**src/rtl/ram_port_arbiter.sv**
```systemverilog
// rtl/ram_port_arbiter.sv - two-requester arbiter for a dual-port RAM with
// independent round-robin write and read arbitration and tagged read return.
module ram_port_arbiter #(
    parameter int ADDR_WIDTH = 16,
    parameter int DATA_WIDTH = 8,
    parameter int RD_LATENCY = 1
) (
    input  logic                  clk,
    input  logic                  rst,
    input  logic                  req0_valid,
    input  logic                  req0_we,
    input  logic [ADDR_WIDTH-1:0] req0_addr,
    input  logic [DATA_WIDTH-1:0] req0_wdata,
    output logic                  req0_ready,
    output logic                  req0_rvalid,
    output logic [DATA_WIDTH-1:0] req0_rdata,
    input  logic                  req1_valid,
    input  logic                  req1_we,
    input  logic [ADDR_WIDTH-1:0] req1_addr,
    input  logic [DATA_WIDTH-1:0] req1_wdata,
    output logic                  req1_ready,
    output logic                  req1_rvalid,
    output logic [DATA_WIDTH-1:0] req1_rdata,
    output logic                  wr_enb,
    output logic [ADDR_WIDTH-1:0] wr_addr,
    output logic [DATA_WIDTH-1:0] wr_data,
    output logic                  rd_enb,
    output logic [ADDR_WIDTH-1:0] rd_addr,
    input  logic [DATA_WIDTH-1:0] rd_data
);

    logic                  run_q, run_d;
    logic                  wr_last_q, wr_last_d;
    logic                  rd_last_q, rd_last_d;
    logic                  wr_enb_q, wr_enb_d;
    logic [ADDR_WIDTH-1:0] wr_addr_q, wr_addr_d;
    logic [DATA_WIDTH-1:0] wr_data_q, wr_data_d;
    logic                  rd_enb_q, rd_enb_d;
    logic [ADDR_WIDTH-1:0] rd_addr_q, rd_addr_d;
    logic [RD_LATENCY:0]   tag_vld_q, tag_vld_d;
    logic [RD_LATENCY:0]   tag_id_q, tag_id_d;

    logic                  wr_cand0, wr_cand1, rd_cand0, rd_cand1;
    logic                  wr_pick1, rd_pick1, wr_gnt, rd_gnt, raw_hit;
    logic [ADDR_WIDTH-1:0] wr_sel_addr, rd_sel_addr;
    logic [DATA_WIDTH-1:0] wr_sel_data;

    always_comb begin
        wr_cand0    = req0_valid & req0_we;
        wr_cand1    = req1_valid & req1_we;
        rd_cand0    = req0_valid & ~req0_we;
        rd_cand1    = req1_valid & ~req1_we;
        // Under contention the requester that was not served last wins.
        wr_pick1    = wr_cand1 & (~wr_cand0 | ~wr_last_q);
        rd_pick1    = rd_cand1 & (~rd_cand0 | ~rd_last_q);
        wr_sel_addr = wr_pick1 ? req1_addr : req0_addr;
        wr_sel_data = wr_pick1 ? req1_wdata : req0_wdata;
        rd_sel_addr = rd_pick1 ? req1_addr : req0_addr;
        // run_q keeps every grant off until the first edge after reset release.
        wr_gnt      = run_q & (wr_cand0 | wr_cand1);
        raw_hit     = wr_gnt & (rd_sel_addr == wr_sel_addr);
        rd_gnt      = run_q & (rd_cand0 | rd_cand1) & ~raw_hit;

        req0_ready  = rst & ((wr_gnt & ~wr_pick1) | (rd_gnt & ~rd_pick1));
        req1_ready  = rst & ((wr_gnt & wr_pick1) | (rd_gnt & rd_pick1));

        run_d       = 1'b1;
        wr_last_d   = wr_gnt ? wr_pick1 : wr_last_q;
        rd_last_d   = rd_gnt ? rd_pick1 : rd_last_q;
        wr_enb_d    = wr_gnt;
        wr_addr_d   = wr_gnt ? wr_sel_addr : wr_addr_q;
        wr_data_d   = wr_gnt ? wr_sel_data : wr_data_q;
        rd_enb_d    = rd_gnt;
        rd_addr_d   = rd_gnt ? rd_sel_addr : rd_addr_q;
        tag_vld_d   = {tag_vld_q[RD_LATENCY-1:0], rd_gnt};
        tag_id_d    = {tag_id_q[RD_LATENCY-1:0], rd_pick1};
    end

    always_ff @(posedge clk or negedge rst) begin
        if (!rst) begin
            run_q     <= 1'b0;
            wr_last_q <= 1'b1;
            rd_last_q <= 1'b1;
            wr_enb_q  <= 1'b0;
            wr_addr_q <= '0;
            wr_data_q <= '0;
            rd_enb_q  <= 1'b0;
            rd_addr_q <= '0;
            tag_vld_q <= '0;
            tag_id_q  <= '0;
        end else begin
            run_q     <= run_d;
            wr_last_q <= wr_last_d;
            rd_last_q <= rd_last_d;
            wr_enb_q  <= wr_enb_d;
            wr_addr_q <= wr_addr_d;
            wr_data_q <= wr_data_d;
            rd_enb_q  <= rd_enb_d;
            rd_addr_q <= rd_addr_d;
            tag_vld_q <= tag_vld_d;
            tag_id_q  <= tag_id_d;
        end
    end

    assign wr_enb      = wr_enb_q;
    assign wr_addr     = wr_addr_q;
    assign wr_data     = wr_data_q;
    assign rd_enb      = rd_enb_q;
    assign rd_addr     = rd_addr_q;
    assign req0_rvalid = tag_vld_q[RD_LATENCY] & ~tag_id_q[RD_LATENCY];
    assign req1_rvalid = tag_vld_q[RD_LATENCY] & tag_id_q[RD_LATENCY];
    assign req0_rdata  = rd_data;
    assign req1_rdata  = rd_data;

endmodule

```
**config.mk**
```make
export PLATFORM = sky130hd
export DESIGN_NAME = ram_port_arbiter
export DESIGN_NICKNAME = d
export VERILOG_FILES = /design/src/rtl/ram_port_arbiter.sv
export SDC_FILE = /design/constraint.sdc
export NUM_CORES = 1
export LEC_CHECK = 0
export ABC_AREA = 0
export CAP_MARGIN = 20
export CORE_MARGIN = 2
export CORE_UTILIZATION = 40
export DETAILED_ROUTE_END_ITERATION = 12
export GPL_TIMING_DRIVEN = 0
export HOLD_SLACK_MARGIN = 0.1
export PLACE_DENSITY = 0.87
export SYNTH_ARGS = -nofsm -noshare
export SYNTH_HDL_FRONTEND = slang
export SYNTH_SLANG_ARGS = --single-unit
```
**constraint.sdc**
```tcl
create_clock -name clk -period 2.5 [get_ports clk]
set_input_delay 0.5 -clock clk [delete_from_list [all_inputs] [get_ports clk]]
set_output_delay 0.5 -clock clk [all_outputs]
set_load 0.05 [all_outputs]
```
==> flow_summary.ini <==
[outcome]
run_status = complete, but fails checks
failing_checks = negative setup slack

[layout]
postLayoutCoreUtil_pct = 64.69
layout.filler_cells = 489
nets = 459
final_cell_count_no_fill = 475
diodes = 0
final_design_area_no_fill_um2 = 4108
synthToLayoutAreaGrowth_pct = 57.08
post_route_cells_drive_above_1_share_pct = 20.10

[logic_synthesis]
synthesis.area_per_instance_um2 = 9.831
post_synthesis_sequential_area_ratio_pct = 46.03
yosys.area.top_type = sky130_fd_sc_hd__dfrtp_1
post-synth-top-area-fraction_pct = 44.02
syn-instance-count = 266
post_synth_most_frequent_cells = 59 x sky130_fd_sc_hd__nand2_1, 46 x sky130_fd_sc_hd__dfrtp_1, 17 x sky130_fd_sc_hd__buf_4
yosysWarningCount = 0
async_flop_share_pct = 100.0
unique_cell_type_count_in_the_yosys_netlist = 39
synth_enable_flop_cells = 0
ys_dominant_reg_cell = sky130_fd_sc_hd__dfrtp_1
netlist_top_cells_area = sky130_fd_sc_hd__dfrtp_1 44%, sky130_fd_sc_hd__nand2_1 8.5%, sky130_fd_sc_hd__mux2_4 5.2%
synth_seq_cells = 48
syn_nets = 328
synth_area_um2 = 2615
synth_most_common_cell = sky130_fd_sc_hd__nand2_1

[worst_setup_path]
worst_flop_to_flop_path_startpoint = wr_last_q$_DFFE_PN1P_
worst-r2r-setup-slack_ns = 0.17
critical_path.max_stage_delay_ns = 0.56
r2r.worst_path.cells = 10
crit_path_end_kind = output port
crit-reg2reg-capture = rd_addr[6]$_DFFE_PN0N_
crit_fanout = 3
timing.critical_path.required_ns = 2.00
crit_path_cell_trace = and3_4 -> o2111ai_2 -> a211oi_2 -> a2bb2oi_2 -> nand3_2 -> a32o_2 -> buf_8
critical_path_buf_inv_count = 1
critical_path_class = flop to output port
worstSetupStartpointType = flop
slowest_stage = sky130_fd_sc_hd__dfstp_2
worst_ep_arrival_time_ns = 2.11
cp_top_family = compound AO/OA/AOI/OAI gates

[clocking]
clk_transition_reported_paths_ns = 0.09
cts-hold-fix-buffers = 0
cts-root-to-sink-buffers = 2
clock_latency_ns = 0.30
cts-htree-levels = 2
cts_tree = built
num_cts_buffers = 5
clock-root-buffer = sky130_fd_sc_hd__clkbuf_8
clock_sink_count = 48

[routing]
detail-route-antenna-nets = 0
avgViaCountPerCell = 5.109
drt_pre_antenna_iters = 4
num_vias = 2427
drt_iter0_drc = 113
drcViolationCount = 0
route.final.wire_length_um = 7588
detail_route.wl_per_cell_um = 15.97

[sta]
rsz0062_at_grt = yes
worst_pin_slew_ns = 0.5319
timing.max_slew.rel_slack_pct = 64.43
timing.final.crit_period_ns = 2.612
tns_ns = -0.2016
setup_violations = 2
finClkSkew_ns = 0.006312
report.final.hold_viol_count = 0
slew_violations = 0
tcrit_tclk_final_pct = 104.5
achievable-frequency_ghz = 0.3829
postLayoutSetupSlackWorst_ns = -0.1115
hold_worst_slack_ns = 0.1667

[placed_design]
place_area_um2 = 3877
count_of_buffers_inserted_at_the_top_level_ports = 115
dpl.cell_count = 459
placed_wire_length_estimate_after_detailed_placement_um = 5632
place_worst_setup_slack_ns = -0.9870
place.gp.congestion = 0.8756

[hold_path]
min-delay-path-class = input pin to async pin

[global_route]
total_routing_usage_reported_by_global_routing_pct = 21.43
grt_first_pass_wirelength_um = 12220
grt_antenna_before_repair = 0
grt_pass1_vias = 2453
grt_remaining_overflow = 0
largest_net_degree_at_the_start_of_global_routing = 30

[die]
die_h_um = 84.86
chipWidth_um = 84.86
boundaryPins = 124
fp.coreArea_um2 = 6350
start_util_pct = 41.18
rows = 29
fp.dieArea_um2 = 7200

[power]
power_leakage_nw = 1.922
totalPowerFinal_mw = 2.874
power_density_nw_per_um2 = 699.6
vdd.ir_drop.worst_mv = 0.4393

[flow_run]
total_of_max_cap_violations = 0
[worst max path at each step]
stage	startpoint	end	slack [ns]	depth (start not counted)
after global routing	wr_last_q$_DFFE_PN1P_	req1_ready	-0.21	7
after global placement	rst	req0_ready	-1.91	5
after floorplan	req0_we	req1_ready	0.22	8
after detailed placement	req0_addr[8]	req1_ready	-0.99	8
after CTS	wr_last_q$_DFFE_PN1P_	req1_ready	-0.12	7
final	wr_last_q$_DFFE_PN1P_	req1_ready	-0.11	7
[layout by cell type, fill, tap and decap left out, drive strengths merged, types with 2 or more instances in the layout]
cell type | netlist | final
mux2i | 13 | 13
inv | 16 | 16
mux2 | 16 | 16
xor2 | 7 | 7
nor2 | 9 | 9
nand2 | 59 | 59
o21ai | 24 | 24
dfrtp | 46 | 46
clkdlybuf4s50 | 0 | 76
nor2b | 3 | 3
a21oi | 3 | 3
nand2b | 5 | 5
a32o | 2 | 2
dfstp | 2 | 2
a222oi | 9 | 9
clkdlybuf4s15 | 0 | 7
buf | 21 | 33
xnor2 | 5 | 5
o2111ai | 2 | 2
nand3 | 2 | 2
and2 | 2 | 2
dlygate4sd2 | 0 | 25
clkbuf | 7 | 16
[sequential cells by signal, indices dropped and copies added, names as in the netlist]
name,flops
rd_addr,16
wr_data,8
rd_last_q,1
tag_vld_q,2
wr_addr,16
wr_enb,1
tag_id_q,2
run_q,1
wr_last_q,1
[worst register-to-register path, stage by stage, from the launching register on]
cell and delay [ns]:
sky130_fd_sc_hd__dfstp_2 0.56, sky130_fd_sc_hd__and3_4 0.20, sky130_fd_sc_hd__o2111ai_2 0.11, sky130_fd_sc_hd__a211oi_2 0.23, sky130_fd_sc_hd__a2bb2oi_2 0.21, sky130_fd_sc_hd__buf_4 0.13, sky130_fd_sc_hd__buf_4 0.09, sky130_fd_sc_hd__a31o_4 0.17
sky130_fd_sc_hd__inv_4 0.07, sky130_fd_sc_hd__buf_12 0.15, sky130_fd_sc_hd__mux2_4 0.30
[kinds of logic (layout without fill, tap and decap cells)]
kind of cell / count (synthesis) / after routing / synth area share (%)
xor gates and xnor gates: 12 / 12 / 4.019
and+or+nand+nor: 85 / 85 / 14.16
buffers and inverters: 44 / 176 / 9.617
muxes: 29 / 29 / 13.16
DFF: 48 / 48 / 46.03
AOI/OAI and AO/OA: 47 / 47 / 12.87
other: 1 / 1 / 0.1434
[layer usage]
layer,global-route usage [%],up-vias,wire length (µm)
met3,4.475,9,454
met4,6.349,0,117
met2,36.94,86,3833
met1,27.24,1186,3183
li1,-,1146,-
met5,0,-,0
[where the power goes]
group	switching [mW]	total, mW	leakage, nW	internal, mW
clock network	0.261	0.558	0.0552	0.297
logic	0.818	1.32	1.28	0.501
registers	0.0770	0.997	0.585	0.920
[repair_timing]
item / 4_1_cts / 5_1_grt
endpoints found under the setup margin: 2 / 2
resized for setup: 78 / 10
gates cloned: 0 / 0
buffers inserted: 5 / 3
pin swaps: 16 / 7
[cell type report]
class | instances | area [µm²] | area share, %
sequential | 48 | 1204 | 29.30
buffer | 28 | 195.2 | 4.752
clock buffer | 6 | 72.57 | 1.767
tap | 77 | 96.34 | 2.345
timing repair buffer | 124 | 1191 | 29.00
multi-input combinational | 174 | 1251 | 30.46
inverter | 16 | 62.56 | 1.523
clock inverter | 2 | 35.03 | 0.8529
Note: power is estimated with default switching activity, not from simulation.
